$ cat src/rtl/axi_arb_pkg.sv
// rtl/axi_arb_pkg.sv - shared state and direction types for the read/write memory arbiter
package axi_arb_pkg;

    typedef enum logic [1:0] {
        IDLE  = 2'd0,
        WRITE = 2'd1,
        WRESP = 2'd2,
        READ  = 2'd3
    } arb_state_e;

    typedef enum logic {
        DIR_W = 1'b0,
        DIR_R = 1'b1
    } dir_e;

endpackage

$ cat src/rtl/burst_beat_counter.sv
// rtl/burst_beat_counter.sv - burst length latch and beat offset counter shared by both directions
module burst_beat_counter #(
    parameter int LEN_W = 8
) (
    input  logic             clk,
    input  logic             rst,
    input  logic             load,
    input  logic [LEN_W-1:0] load_len,
    input  logic             inc,
    output logic [LEN_W-1:0] cnt,
    output logic             last
);

    logic [LEN_W-1:0] len_q, len_d;
    logic [LEN_W-1:0] cnt_q, cnt_d;

    assign last = (cnt_q == len_q);
    assign cnt  = cnt_q;

    // The last beat does not advance, so a full 2^LEN_W burst ends at the top value without wrapping.
    always_comb begin
        len_d = len_q;
        cnt_d = cnt_q;
        if (load) begin
            len_d = load_len;
            cnt_d = '0;
        end else if (inc && !last) begin
            cnt_d = cnt_q + LEN_W'(1);
        end
    end

    always_ff @(posedge clk) begin
        if (rst) begin
            len_q <= '0;
            cnt_q <= '0;
        end else begin
            len_q <= len_d;
            cnt_q <= cnt_d;
        end
    end

endmodule

$ cat src/rtl/axi_rw_arbiter.sv
// rtl/axi_rw_arbiter.sv - round-robin single-port memory arbiter between AXI write and read bursts
module axi_rw_arbiter
    import axi_arb_pkg::*;
#(
    parameter int LEN_W = 8
) (
    input  logic             clk,
    input  logic             rst,
    input  logic             w_req,
    input  logic             r_req,
    input  logic [LEN_W-1:0] aw_len,
    input  logic [LEN_W-1:0] ar_len,
    input  logic             w_empty,
    input  logic             r_full,
    input  logic             b_full,
    input  logic             mem_gnt,
    output logic             w_grant,
    output logic             r_grant,
    output logic             mem_req,
    output logic             mem_we,
    output logic [LEN_W-1:0] beat_idx,
    output logic             w_pop,
    output logic             aw_pop,
    output logic             ar_pop,
    output logic             r_push,
    output logic             b_push,
    output logic             busy
);

    arb_state_e state_q, state_d;
    dir_e       last_dir_q, last_dir_d;

    logic             cnt_load;
    logic [LEN_W-1:0] cnt_len;
    logic             beat;
    logic             last;
    logic             pick_w, pick_r;
    logic             mem_req_c, mem_we_c, w_pop_c, aw_pop_c, ar_pop_c, r_push_c, b_push_c;

    burst_beat_counter #(.LEN_W(LEN_W)) u_cnt (
        .clk      (clk),
        .rst      (rst),
        .load     (cnt_load),
        .load_len (cnt_len),
        .inc      (beat),
        .cnt      (beat_idx),
        .last     (last)
    );

    // On a tie the direction that did not finish last wins.
    assign pick_w = w_req && (!r_req || last_dir_q == DIR_R);
    assign pick_r = r_req && (!w_req || last_dir_q == DIR_W);

    always_comb begin
        state_d    = state_q;
        last_dir_d = last_dir_q;
        cnt_load   = 1'b0;
        cnt_len    = '0;
        beat       = 1'b0;
        mem_req_c  = 1'b0;
        mem_we_c   = 1'b0;
        w_pop_c    = 1'b0;
        aw_pop_c   = 1'b0;
        ar_pop_c   = 1'b0;
        r_push_c   = 1'b0;
        b_push_c   = 1'b0;
        case (state_q)
            IDLE: begin
                if (pick_w) begin
                    state_d  = WRITE;
                    cnt_load = 1'b1;
                    cnt_len  = aw_len;
                end else if (pick_r) begin
                    state_d  = READ;
                    cnt_load = 1'b1;
                    cnt_len  = ar_len;
                end
            end
            WRITE: begin
                mem_req_c = !w_empty;
                mem_we_c  = 1'b1;
                beat      = mem_req_c && mem_gnt;
                w_pop_c   = beat;
                aw_pop_c  = beat && last;
                if (beat && last) state_d = WRESP;
            end
            WRESP: begin
                b_push_c = !b_full;
                if (b_push_c) begin
                    state_d    = IDLE;
                    last_dir_d = DIR_W;
                end
            end
            READ: begin
                mem_req_c = !r_full;
                beat      = mem_req_c && mem_gnt;
                r_push_c  = beat;
                ar_pop_c  = beat && last;
                if (beat && last) begin
                    state_d    = IDLE;
                    last_dir_d = DIR_R;
                end
            end
            default: state_d = IDLE;
        endcase
    end

    // Strobes are suppressed while reset is asserted so an aborted burst never touches a FIFO.
    assign mem_req = mem_req_c && !rst;
    assign mem_we  = mem_we_c  && !rst;
    assign w_pop   = w_pop_c   && !rst;
    assign aw_pop  = aw_pop_c  && !rst;
    assign ar_pop  = ar_pop_c  && !rst;
    assign r_push  = r_push_c  && !rst;
    assign b_push  = b_push_c  && !rst;

    assign w_grant = (state_q == WRITE) || (state_q == WRESP);
    assign r_grant = (state_q == READ);
    assign busy    = (state_q != IDLE);

    always_ff @(posedge clk) begin
        if (rst) begin
            state_q    <= IDLE;
            last_dir_q <= DIR_R;
        end else begin
            state_q    <= state_d;
            last_dir_q <= last_dir_d;
        end
    end

endmodule

$ cat config.mk
export PLATFORM = sky130hd
export DESIGN_NAME = axi_rw_arbiter
export DESIGN_NICKNAME = d
export VERILOG_FILES = /design/src/rtl/axi_arb_pkg.sv /design/src/rtl/burst_beat_counter.sv /design/src/rtl/axi_rw_arbiter.sv
export SDC_FILE = /design/constraint.sdc
export NUM_CORES = 1
export LEC_CHECK = 0
export CORE_ASPECT_RATIO = 1.75
export CORE_UTILIZATION = 42
export CTS_BUF_LIST = sky130_fd_sc_hd__clkbuf_4 sky130_fd_sc_hd__clkbuf_8
export DETAILED_ROUTE_END_ITERATION = 16
export GPL_ROUTABILITY_DRIVEN = 1
export PLACE_DENSITY_LB_ADDON = 0.12
export SETUP_SLACK_MARGIN = 0.02
export SLEW_MARGIN = 0
export SYNTH_ARGS = -nofsm -noshare
export SYNTH_HDL_FRONTEND = slang
export SYNTH_HIERARCHICAL = 1
export SYNTH_SLANG_ARGS = --single-unit
$ cat constraint.sdc
create_clock -name clk -period 2.1 [get_ports clk]
set_input_delay 0.315 -clock clk [delete_from_list [all_inputs] [get_ports clk]]
set_output_delay 0.315 -clock clk [all_outputs]
set_load 0.05 [all_outputs]
==> results_dict.tcl <==
set metrics [dict create \
    routed-via-count 1253 \
    min_period_over_period 1.03 \
    worstHoldPathType "reg -> reg" \
    cpPeakStageDelay_ps 340 \
    final.setup.tns_ps -72.3 \
    finalSetupViolations 1 \
    cp_slowest_cell "dfxtp_2" \
    critical_path_class "reg -> out" \
    crit_family "simple AND/OR/NAND/NOR gates" \
    endpoint_kind "primary output" \
    p_int_mw 1.08 \
    ys_types 32 \
    yosysMostFrequentCell "nor2_1" \
    synth_seq_cells 19 \
    async_reset_ff_frac 0 \
    syn_nets 174 \
    synth_area_leaders "dfxtp_1 31%, mux2i_1 13%, nor2_1 7.0%" \
    holdBufCountCts 0 \
    failed_checks "setup timing" \
    hold_slack_ps 496 \
    wl_per_cell_um 14.1 \
    arrival_ps 1860 \
    powerDensity_nw_per_um2 969 \
    grt.overflow.total 0 \
    grt_max_degree 23 \
    die_h_um 73.7 \
    slew_headroom 0.589 \
    antenna_found_initial 0 \
    rows 25 \
    grt_pass1_wl_mm 5.53 \
    critical_path_buf_inv_count 2 \
    synthTopCellsByCount "23 x nor2_1, 19 x dfxtp_1, 16 x mux2i_1" \
    crit_chain "xor2_2, nor4_4, and2_4, nand3b_1, buf_6, nor3_4, buf_12" \
    clockBufferDepth 2 \
    fin_skew_ps 1.05 \
    pwr-share-comb 0.627 \
    fin_ws_ps -72.3 \
    numPortBuffers 41 \
    hold_viol 0 \
    ant_nets 0 \
    clock_latency_ps 260 \
    synthToLayoutAreaGrowth_pct 63.2 \
    layout-drive-gt1-share 0.287 \
    drv_cap 0 \
    ir_drop_mv 0.823 \
    post-dp-hpwl_mm 2.60 \
    clockPowerShare 0.134 \
    initial_utilization 0.448 \
    power.leakage_nw 0.837 \
    syn_area_per_cell_sq_um 8.56 \
    clock-sinks 19 \
    ys.flop_type "dfxtp_1" \
    htree_levels 1 \
    synth_area_sq_um 1230 \
    grt_pass1_vias 1293 \
    rsz0062_at_grt "true" \
    die_x_um 43.0 \
    pin_count 42 \
    start_kind "flop" \
    die_area_sq_um 3160 \
    cts_tree "yes" \
    synth_top_cell_by_area "dfxtp_1" \
    drt_wl_total_mm 3.23 \
    netSwitchingPower_mw 0.867 \
    root_buffer "clkbuf_8" \
    clk_pin_slew_ps 70 \
    total_power_mw 1.95 \
    nets 233 \
    drt-pass1-iter-count 4 \
    ys_seq_area_frac 0.309 \
    min_period_ps 2170 \
    synth_warnings 6 \
    finalNonFillerCells 229 \
    grt_util_all_layers 0.225 \
    coreArea_sq_um 2750 \
    outcome "finished, violations left" \
    fmax_mhz 460 \
    synth-edff-count 0 \
    drtIter0Drc 29 \
    seqPwrFrac 0.239 \
    cp_max_fo 2 \
    p_sw_frac 0.444 \
    placed_cells 222 \
    synth_top_area_frac 0.309 \
    tightestPinTransition_ps 614 \
    gp_congestion 0.830 \
    report.final.slew_viol_count 0 \
    num_antenna_cells 0 \
    numCtsBuffers 3 \
    drc 0 \
    avgViaCountPerCell 5.47 \
    worstPathRequired_ps 1780 \
    netlist_instances 144 \
]
-- worst paths after layout --
check | from | to | slack (ps) | cells after the start
worst min-delay path | u_cnt/cnt[7] | u_cnt/cnt[7] | 500 | 2
worst max-delay path | u_cnt/len_q[5] | ar_pop | -70 | 7
worst max register to register | u_cnt/len_q[5] | state_q[1] | 90 | 8
worst min register to register | u_cnt/cnt[7] | u_cnt/cnt[7] | 500 | 2
-- what timing repair did --
action	CTS	global route
buffers inserted	1	2
pin swaps	3	3
gates resized for setup	2	6
endpoints found under the setup margin	2	7
-- sequential cells by signal, summed over array words and instances (netlist names) --
signal	flops
last_dir_q	1
u_cnt/len_q	8
u_cnt/cnt	8
state_q	2
-- logic make-up after synthesis --
kind of cell	share of synthesized area
buffers and inverters	0.0284
adder cells (fa/ha/maj)	0.0609
flip-flops	0.309
multiplexers	0.130
XOR/XNOR	0.0569
AO/OA/AOI/OAI	0.158
AND/OR/NAND/NOR	0.257
-- worst min-delay path, delay by kind of cell (launching register included) --
| family | cells | cell delay, ps |
|---|---|---|
| DFF | 1 | 340 |
| and+or+nand+nor | 1 | 60 |
| muxes | 1 | 60 |
-- cell usage in the layout (no fill, tap or decap), types with 2 or more instances in the layout --
cell	instances
nand3_1	2
and2_4	2
dfxtp_1	10
clkbuf_8	3
a21oi_1	6
a22oi_1	8
ha_2	2
nor4b_4	2
xor2_1	5
dfxtp_2	3
buf_4	17
nor4_4	2
a211oi_2	2
inv_2	2
nand2_1	13
ha_1	4
buf_12	7
nor2_1	23
dfxtp_4	6
inv_1	4
nand3b_1	2
a211oi_1	2
or3_1	6
clkdlybuf4s50_1	32
xor2_2	3
a21boi_1	3
mux2i_1	16
-- area by class of cell --
class	instances	area, sq um
clock buffers	3	41.3
flip-flops and latches	19	407
repair buffers	57	599
well taps	27	33.8
fillers	209	741
inverters	6	22.5
clock inverters	1	5.00
multi-input cells	116	903
-- stage by stage --
stage          worst slack [ps]  cell area [sq um]  utilization
6_report                  -72.3               2010        0.731
3_5_place_dp               45.1               1920        0.698
3_3_place_gp               74.1               1920        0.698
4_1_cts                   -82.7               1980        0.719
5_1_grt                    -163               2010        0.731
2_1_floorplan              -178               1330            -
-- layer usage --
metal / wire (um) / part of all wire / global-route usage / up-vias
met4: 27 / 0.0084 / 0.0943 / 0
met2: 1890 / 0.58 / 0.441 / 27
met5: 0 / 0 / 0 / -
met1: 1230 / 0.38 / 0.228 / 598
li1: - / - / - / 624
met3: 77 / 0.024 / 0.0295 / 4
-- power groups by stage --
stage	sequential, mW	combinational [mW]	clock, mW
floorplan	0.462	0.783	0
CTS	0.464	1.20	0.265
global route	0.474	1.31	0.283
global placement	0.468	1.12	0
finish	0.466	1.22	0.260
detailed placement	0.473	1.15	0
Note: power is estimated with default switching activity, not from simulation.
==> RTL change, RTL diff (same settings) <==
`LEN_W` is set to 8 in 2 places; all go to 16.
--- a/src/rtl/burst_beat_counter.sv
+++ b/src/rtl/burst_beat_counter.sv
@@ -1,5 +1,5 @@
 // rtl/burst_beat_counter.sv - burst length latch and beat offset counter shared by both directions
 module burst_beat_counter #(
-    parameter int LEN_W = 8
+    parameter int LEN_W = 16
 ) (
     input  logic             clk,
--- a/src/rtl/axi_rw_arbiter.sv
+++ b/src/rtl/axi_rw_arbiter.sv
@@ -3,5 +3,5 @@
     import axi_arb_pkg::*;
 #(
-    parameter int LEN_W = 8
+    parameter int LEN_W = 16
 ) (
     input  logic             clk,
Interface: changed (resized ar_len, aw_len and beat_idx); port bits go from 42 to 66. The function was not compared with the original's and may differ.
==> RTL change against the original RTL <==
The flow still finishes with violations (negative setup slack); worst setup slack got worse by 0.22 ns; routed wire length increased by 80%; design area increased by 76%; sequential cell count increased by 16; utilization decreased by 1.7 points; combinational power increased by 31%; power increased by 51%; non-clock buffer count increased by 50; fmax decreased by 9.4%; clock power increased by 91%; synthesized area increased by 76%; global-route usage increased by 0.37 points; largest cell class unchanged.
==> RTL change: results (changes against the original RTL) <==
- The final total power is 0.00294 W (+51%).
- The transition time of the tightest slew-check pin is 0.504 ns (-0.110 ns).
- The min-delay analysis places its worst path in the category reg -> reg.
- The maximum number of pins on one net before global-route repair was 20 (-13%).
- The remaining antenna violation count was 0 (unchanged).
- The post-layout net count is 396 (+70%).
- The setup slack after layout was -0.297 ns (-0.225 ns).
- The share of layout cells above drive strength 1 is 0.382 (+0.0946).
- The share of synthesized flip-flops with an asynchronous set or reset is 0 (unchanged).
- The number of antenna violations at the first check in global routing was 0 (unchanged).
- The detailed placement HPWL is 4750 microns (+83%).
- The synthesized netlist net count is 294 (+69%).
- The buffers inserted during post-CTS setup optimization is 1 (unchanged).
- The share of total power in combinational logic is 0.543 (-0.084).
- The routed via count divided by cell count is 5.43 (-0.77%).
- The worst-case clock skew is 0.00866 ns (+0.00761 ns).
- The setup TNS came to -0.565 ns (-0.492 ns).
- The post-synthesis sequential element count was 35 (+16).
- The filler-free cell count of the finished design is 405 (+77%).
- The final-report setup violation count is 2 (+1).
- By count the netlist is led by 35 x dfxtp_1, 32 x nor2_1, 17 x xnor2_1.
- The peak supply drop is 680 uV (-17%).
- The routed length per placed instance is 14.3 microns (+1.7%).
- The length of the first detailed-routing pass in iterations is 4 (unchanged).
- The net switching share of the total power was 0.404 (-0.0400).
- The diode insertion count for antenna repair came to 0 (unchanged).
- By area the synthesized netlist is led by dfxtp_1 32%, mux2i_1 7.4%, xnor2_1 6.9%.
- The reported leakage power is 1.32 nW (+58%).
- The final weighted congestion in routability-driven placement is 0.902 (+8.8%).
- The insertion delay to the later sink of the worst-skew pair is 0.29 ns (+0.03 ns).
- The post-cts sizing count was 12 (+10).
- The count of buffers from port buffering is 65 (+59%).
- The clock-pin slew on the worst setup and hold paths came to 0.07 ns (about the same).
- The number of DRC violations after detailed-routing iteration 0 is 81 (+180%).
- The depth of the CTS H-tree came to 2 (+1).
- The run finished, with violations left.
- The sequential cell area fraction in the yosys report is 0.323 (+0.0141).
- The fill cell instance count of the final layout is 390 (+87%).
- The clock buffer count from CTS was 5 (+2).
- The wire length of the first global-routing pass is 9800 microns (+77%).
- The standard cell area after detailed placement is 3360 sq um (+75%).
- The synthesized area divided by synthesized cell count was 8.75 sq um (+2.3%).
- The pre-CTS setup slack is -0.0562 ns (-0.101 ns).
- The data arrival at the endpoint of the critical path is 2.08 ns (+0.22 ns).
- The sequential power came to 0.000846 W (+82%).
- The total of warnings raised by yosys is 6 (unchanged).
- The number of distinct library cells after synthesis is 45 (+41%).
- The largest buffer count on any clock path came to 2 (unchanged).
- The final reports fail on negative setup slack.
- The root buffer cell is clkbuf_8.
- The maximum fanout along the worst path is 3 (+1).
- The all-layer global routing usage is 0.229 (+0.00373).
RTL change: cell type report:
| cell class | count | area, sq um | area share |
|---|---|---|---|
| multi-input cells | 192 | 1550 | 0.436 |
| repair buffers | 107 | 1050 | 0.297 |
| flip-flops and latches | 35 | 761 | 0.214 |
| clock buffers | 6 | 76.3 | 0.0215 |
| well taps | 54 | 67.6 | 0.0190 |
| inverters | 9 | 33.8 | 0.00951 |
| clock inverters | 2 | 12.5 | 0.00352 |
RTL change: layer usage:
| layer | wire, microns | vias to the layer above | global-route usage |
|---|---|---|---|
| li1 | - | 1110 | - |
| met4 | 118 | 0 | 0.0826 |
| met2 | 3390 | 52 | 0.443 |
| met3 | 137 | 8 | 0.0439 |
| met5 | 0 | - | 0 |
| met1 | 2150 | 1029 | 0.232 |
RTL change: worst paths after layout:
kind                  startpoint             end  slack [ns]  depth (start not counted)
setup / recovery    u_cnt/cnt[2]          ar_pop       -0.30                          8
hold reg to reg   u_cnt/len_q[6]  u_cnt/len_q[6]        0.52                          2
setup reg to reg    u_cnt/cnt[2]      state_q[1]        0.03                          9
hold / removal    u_cnt/len_q[6]  u_cnt/len_q[6]        0.52                          2
RTL change: kinds of logic (layout without fill, tap and decap cells):
group	count (synthesis)	count (layout)	synth area share
multiplexers	16	16	0.0738
AO/OA/AOI/OAI	61	61	0.225
XOR/XNOR	17	17	0.0686
flip-flops	35	35	0.323
buffers and inverters	21	124	0.0519
AND/OR/NAND/NOR	92	92	0.224
adder cells (fa/ha/maj)	6	6	0.0346
RTL change: worst max-delay path, stage by stage (launching register included):
cell	delay, ns
dfxtp_4	0.35
xnor2_2	0.14
nand4_1	0.15
or4_4	0.54
inv_2	0.08
nand2_4	0.06
buf_6	0.11
nor4_4	0.18
buf_12	0.18
